**src/rtl/cpu_run_ctrl.sv**
```systemverilog
// Run controller for the single-cycle MIPS computer: sequences CPU reset, gates the clock enable
// (free-run / pause / single-step) and detects completion store, hang or cycle-budget timeout.
module cpu_run_ctrl #(
    parameter int             N            = 32,
    parameter int             CYCW         = 16,
    parameter int             RESET_CYCLES = 2,
    parameter int             MAX_CYCLES   = 1000,
    parameter logic [N-1:0]   DONE_ADDR    = N'(12),
    parameter logic [N-1:0]   PASS_VALUE   = N'('h96)
) (
    input  logic            clk,
    input  logic            reset,
    input  logic            start,
    input  logic            stop,
    input  logic            step,
    input  logic            step_mode,
    input  logic            memwrite,
    input  logic [N-1:0]    dataadr,
    input  logic [N-1:0]    writedata,
    input  logic [N-1:0]    pc,
    output logic            cpu_reset,
    output logic            cpu_clk_en,
    output logic            running,
    output logic            done,
    output logic            pass,
    output logic            timeout,
    output logic            hang,
    output logic [N-1:0]    result,
    output logic [CYCW-1:0] cycle_count
);

    localparam int RCW = (RESET_CYCLES > 1) ? $clog2(RESET_CYCLES) : 1;

    typedef enum logic [2:0] {
        S_IDLE, S_RST, S_RUN, S_PAUSE, S_STEP, S_DONE
    } state_t;

    state_t          r_state;
    state_t          w_next_state;
    logic [RCW-1:0]  r_rst_cnt;
    logic [CYCW-1:0] r_cycle_count;
    logic [N-1:0]    r_pc_prev;
    logic            r_prev_en;
    logic            r_pass;
    logic            r_timeout;
    logic            r_hang;
    logic [N-1:0]    r_result;

    logic w_en;
    logic w_load;
    logic w_complete;
    logic w_hang;
    logic w_timeout;
    logic w_event;

    assign w_en       = (r_state == S_RUN) || (r_state == S_STEP);
    assign w_load     = start && ((r_state == S_IDLE) || (r_state == S_DONE));
    assign w_complete = w_en && memwrite && (dataadr == DONE_ADDR);
    assign w_hang     = w_en && r_prev_en && (pc == r_pc_prev);
    assign w_timeout  = w_en && (r_cycle_count == CYCW'(MAX_CYCLES - 1));
    assign w_event    = w_complete || w_hang || w_timeout;

    // NOTE: sequential state uses non-blocking assignments so every register samples pre-edge values.
    always_ff @(posedge clk or posedge reset) begin
        if (reset) r_state <= S_IDLE;
        else       r_state <= w_next_state;
    end

    // NOTE: next state defaults to the current state so no path leaves it unassigned (no latch).
    always_comb begin
        w_next_state = r_state;
        case (r_state)
            S_IDLE:  if (start) w_next_state = S_RST;
            S_RST:   if (r_rst_cnt == '0) w_next_state = step_mode ? S_PAUSE : S_RUN;
            S_RUN: begin
                if (w_event)   w_next_state = S_DONE;
                else if (stop) w_next_state = S_PAUSE;
            end
            S_PAUSE: begin
                if (step)       w_next_state = S_STEP;
                else if (start) w_next_state = S_RUN;
            end
            S_STEP:  w_next_state = w_event ? S_DONE : S_PAUSE;
            S_DONE:  if (start) w_next_state = S_RST;
            default: w_next_state = S_IDLE;
        endcase
    end

    // Counters and result flags; event priority is completion > hang > timeout.
    always_ff @(posedge clk or posedge reset) begin
        if (reset) begin
            r_rst_cnt     <= '0;
            r_cycle_count <= '0;
            r_pc_prev     <= '0;
            r_prev_en     <= 1'b0;
            r_pass        <= 1'b0;
            r_timeout     <= 1'b0;
            r_hang        <= 1'b0;
            r_result      <= '0;
        end else if (w_load) begin
            r_rst_cnt     <= RCW'(RESET_CYCLES - 1);
            r_cycle_count <= '0;
            r_prev_en     <= 1'b0;
            r_pass        <= 1'b0;
            r_timeout     <= 1'b0;
            r_hang        <= 1'b0;
            r_result      <= '0;
        end else begin
            if ((r_state == S_RST) && (r_rst_cnt != '0))
                r_rst_cnt <= r_rst_cnt - 1'b1;
            r_prev_en <= w_en;
            if (w_en) begin
                r_cycle_count <= r_cycle_count + 1'b1;
                r_pc_prev     <= pc;
                if (w_complete) begin
                    r_result <= writedata;
                    r_pass   <= (writedata == PASS_VALUE);
                end else if (w_hang) begin
                    r_hang <= 1'b1;
                end else if (w_timeout) begin
                    r_timeout <= 1'b1;
                end
            end
        end
    end

    always_comb begin
        cpu_reset   = (r_state == S_IDLE) || (r_state == S_RST);
        cpu_clk_en  = w_en;
        running     = w_en;
        done        = (r_state == S_DONE);
        pass        = r_pass;
        timeout     = r_timeout;
        hang        = r_hang;
        result      = r_result;
        cycle_count = r_cycle_count;
    end

endmodule

```
**config.mk**
```make
export PLATFORM = sky130hd
export DESIGN_NAME = cpu_run_ctrl
export DESIGN_NICKNAME = d
export VERILOG_FILES = /design/src/rtl/cpu_run_ctrl.sv
export SDC_FILE = /design/constraint.sdc
export NUM_CORES = 1
export LEC_CHECK = 0
export BUFFER_PORTS_ARGS = -buffer_cell sky130_fd_sc_hd__buf_2
export CORE_MARGIN = 2
export CORE_UTILIZATION = 45
export DETAILED_ROUTE_END_ITERATION = 12
export GPL_TIMING_DRIVEN = 0
export PLACE_DENSITY = 0.73
export REMOVE_ABC_BUFFERS = 1
export SYNTH_ARGS = -nofsm -noshare
export SYNTH_HDL_FRONTEND = slang
export SYNTH_SLANG_ARGS = --single-unit
```
**constraint.sdc**
```tcl
create_clock -name clk -period 4.37 [get_ports clk]
set_input_delay 0.2185 -clock clk [delete_from_list [all_inputs] [get_ports clk]]
set_output_delay 0.2185 -clock clk [all_outputs]
set_load 0.02 [all_outputs]
```
Yosys cells after proc, flatten, opt, wreduce, memory -nomap -nowiden:

Index checks and enable logic that the tools add are counted.
Widths: inputs -> output; s select.

* magnitude comparators: 0
* mux-type cells: 29
* multipliers: 0
* bitwise operators: 1
* add/subtract/negate cells: 2
* reduce and logical (&&, ||, !) cells: 24
* equal/unequal tests: 15
* divide/modulo/power cells: 0
* shift operators: 0

Operators by type and width (number)
* $mux 32: 3
* $eq 32x32->1: 1
* $eq 32x4->1 const B: 1
* $eq 32x8->1 const B: 1
* $mux 16: 2
* $mux 3: 7
* $add 16x1->16 const B: 1
* $eq 16x10->1 const B: 1
* $mux 1: 16
* $pmux 3 s5: 1
* $reduce_bool 2->1: 5
* $reduce_and 4->1: 2
* $logic_and 1x1->1: 7
* $eq 3x2->1 const B: 2
* $eq 3x3->1 const B: 2
* $ne 2x2->1 const B: 3
* $ne 3x3->1 const B: 2
* $logic_or 1x1->1: 5
* $reduce_and 2->1: 2
* $eq 3x1->1 const B: 1
* $logic_not 3->1: 1
* $reduce_and 3->1: 1
* $ne 2x1->1 const B: 1
* $reduce_or 2->1: 1
* other kinds (2): 2

* bits in latches: 0
* word-level logic and storage cells: 80
* output and inout port bits: 55
* flip-flop bits (word level): 88
* memories: 0
* RAM bits: 0
* bits of input ports: 103
* bits in read-only memories: 0

Depth between registers and ports, before layout:

* depth after elaboration: 8
* mapped depth: 7
* mapped depth without buffers: 6

Worst setup path before layout:

No wires, ideal clock.

* kind: reg2reg
* from: register r_state[1]
* to: register r_timeout (netlist: timeout)
* buffers on the path: 0
* path slack: 2.561 ns
* required time: 4.248 ns
* arrival: 1.687 ns
* clock period less this slack: 1.809 ns
* stages on the path, launching flop included: 6
* setup time: 0.122 ns
* path through: dfrtp_1 -> xor2_1 -> and2b_1 -> nand3_1 -> or4_4 -> a32o_1

* cells in the longest elaborated chain, start to end: 6
* elaborated cells on any way between the ends: 18
* classes of those cells: 5 x eq/ne; 1 x mux; 12 x reduce/logical

RTL lines
* start, declared: line 38 `state_t r_state;`
* start signal, assigned: line 66 `else r_state <= w_next_state;`
* $eq 3x2->1 or $eq 3x3->1 (tied branches): line 56 `assign w_en = (r_state == S_RUN) || (r_state == S_STEP);`
* $logic_or 1x1->1: line 56
* $logic_and 1x1->1 (on tied branches) (2 in series): line 59, 58
* $ne 2x2->1 (no line)
* $reduce_and 4->1 (no line)
* end signal, assigned: line 97 `r_timeout <= 1'b0;`
* end signal, assigned: line 105 `r_timeout <= 1'b0;`
* end signal, assigned: line 121 `r_timeout <= 1'b1;`
* end, declared: line 45 `logic r_timeout;`

Parallel ways exist; a longest one is shown, timed or not.
A chain may end at the register's enable or synchronous reset.

Final worst setup path:

Ends and elaborated chain as after synthesis.

==> metrics <==
clock buffer depth=2; Final min period=2.89 ns; Mapped Avg Cell Area=10.3 µm²; clock root cell=clkbuf_8; Yosys warning count=0; synthesized area=4180 µm²; post-route ant nets=0; Layout Skew=0.00910 ns; Initial Util=45.9%; post-route DRC violation count=0; TritonCTS clock tree=done; upper clock frequency limit=0.346 GHz; die area=10,100 µm²; Die Wd=100 µm; initial antenna violation count=0; clk sinks=88; Max Cap Violations=0; first-pass GRT wire length=15.2 mm; Overall Power=2530 µW; Routability Congestion=0.888; area added between synthesis and finish=26.1%; Buf/Inv on CP=0; CP max stage delay=0.80 ns; vias in the first global route=3,252; Tightest Hold Check Type=input pin to flop; Remaining Overflow, GRT=0; synth top area cells=dfrtp_1, mux2_2, xor2_1, nand2_1, nand3_1; share of cells above drive strength 1=37.8%; # port buffers=157; top-area cell type share of the netlist area=52.7%; First-pass DRT Iterations=5; fin. max-slew vios=0; Req. time, crit path=4.60 ns; core area=9110 µm²; drt initial violations=136; wire per inst=14.6 µm; synthesized instance count=404; commonest cells in the netlist=dfrtp_1, nand2_1, nand3_1; RSZ-0062 raised after global routing=no; Crit path arrival time=3.12 ns; Clock Pin Slew Worst Setup and Hold Paths=0.09 ns; Via Count=3,552; Row Count=35; CP delay by family, top=simple AND/OR/NAND/NOR gates; Die Ht=100 µm; number of diodes=0; Routed WL=9.80 mm; worst skew pair latency=0.35 ns; slew margin rel.=20.0%; count leader, synth=dfrtp_1; Yosys cell types=38; area leader, netlist=dfrtp_1; Pwr per Cell Area=480 nW/µm²; Nets=659; Crit. End Element=flop; predominant post-synthesis flop cell=dfrtp_1; status=complete, no violations; H-tree depth=3; Fin. Hold Viols=0; largest net degree at the start of global routing=51; num ports=158; cells along the critical path=xor2_1, and2b_2, nand3_1, or4_4, a32o_1; Seq/Total Area, Yosys=52.7%; worst hold slack=0.0776 ns; total CTS buffers=9; maximum VDD drop=0.242 mV; crit path kind=flop to flop; setup violators final=0; Tcrit/Tclk final=66.0%; asr flop ratio synth=100%; flops & latches, synth=88; dpl hpwl=7.12 mm; Setup Fix Bufs, Post-CTS=0; slew of the pin with the lowest slew margin=1.20 ns; crit path launch type=flop; Fillers=841; Pleak=0.00272 µW; Post-synth EDFFs=0; fin util=57.8%; vias per inst=5.31; Tot GR Track Use=19.3%; slowest CP cell=and2b_2; worst-path fanout max=41
## per-layer routing
metal | vias to the layer above | routed length [µm] | track usage [%]
met5 | - | 0 | 0
met4 | 0 | 257 | 8.22
met3 | 21 | 519 | 3.48
met2 | 118 | 4920 | 32.9
met1 | 1703 | 4100 | 24.2
li1 | 1710 | - | -
## where the power goes
group          total [µW]  leakage, µW  switching [µW]  internal (µW)
combinational         827      0.00149             393            434
sequential           1160      0.00115             158           1010
clock                 535    0.0000880             278            257
## timing repair
action / 4_1_cts / 5_1_grt
resized for setup: 0 / 0
hold endpoints to repair: 38 / 0
endpoints found under the setup margin: 0 / 0
hold buffers: 1 / 0
## area by class of cell
type | instances | area [µm²] | share of cell area (%)
sequential | 88 | 2200 | 41.8
multi-input combinational | 294 | 1890 | 36.0
timing repair buffer | 161 | 850 | 16.1
tap | 111 | 139 | 2.64
clock buffer | 10 | 128 | 2.42
clock inverter | 4 | 47.5 | 0.903
inverter | 1 | 6.26 | 0.119
## registers in the layout, indices dropped and copies added, names as in the netlist
| signal | cells |
|---|---|
| r_pc_prev | 32 |
| result | 32 |
| cycle_count | 16 |
| r_state | 3 |
| hang | 1 |
| pass | 1 |
| r_prev_en | 1 |
| r_rst_cnt | 1 |
| timeout | 1 |
## kinds of logic (layout without fill, tap and decap cells)
group           after synthesis  after routing  synth area share (%)
mux                          33             33                  8.87
buf+inv                      22            176                  2.22
flops                        88             88                  52.7
simple gates                198            198                  24.1
compound gates               18             18                  2.61
xor+xnor                     44             44                  9.23
fa+ha+maj                     1              1                 0.300
## per-stage QoR
stage / setup TNS [ns] / instance area (µm²) / std cells / setup slack [ns]
finish: 0 / 5270 / 669 / 1.48
global route: 0 / 5270 / 669 / 1.24
CTS: 0 / 5260 / 669 / 1.46
detailed placement: 0 / 5070 / 654 / 1.48
global placement: -0.0516 / 5010 / 651 / -0.0516
floorplan: 0 / 4090 / 383 / 1.13
## layout by cell type (no fill, tap or decap), types with 2 or more instances in the layout
cell      count
xnor2_1      11
nor3_1        6
a211oi_1      2
and3b_1       2
or3_1         6
and4_1        4
dfrtp_1      88
nor2_1       17
clkbuf_8      9
buf_2       157
and3_1        3
nor2b_1       3
o21ai_0       6
nor3b_1       2
mux2_2       32
xor2_1       33
clkinv_2      2
nand3_1      40
nand2b_1      2
nand4_1       8
nor4b_1       6
nor4_1       16
nand2_1      75
a21oi_1       6
## worst paths after layout
path | from | endpoint | slack (ns) | cells past startpoint
setup / recovery | r_state[1] | timeout | 1.48 | 5
hold reg to reg | result[7] | result[7] | 0.49 | 2
max in group asynchronous | reset | result[16] | 3.27 | 4
setup reg to reg | r_state[1] | timeout | 1.48 | 5
hold / removal | writedata[2] | result[2] | 0.08 | 3
min in group asynchronous | reset | r_pc_prev[14] | 0.49 | 3
## worst register-to-register path, stage by stage, from the launching register on
cell,delay [ns]
dfrtp_1,0.57
xor2_1,0.36
and2b_2,0.80
nand3_1,0.17
or4_4,0.60
a32o_1,0.27
Note: power is estimated with default switching activity, not from simulation.
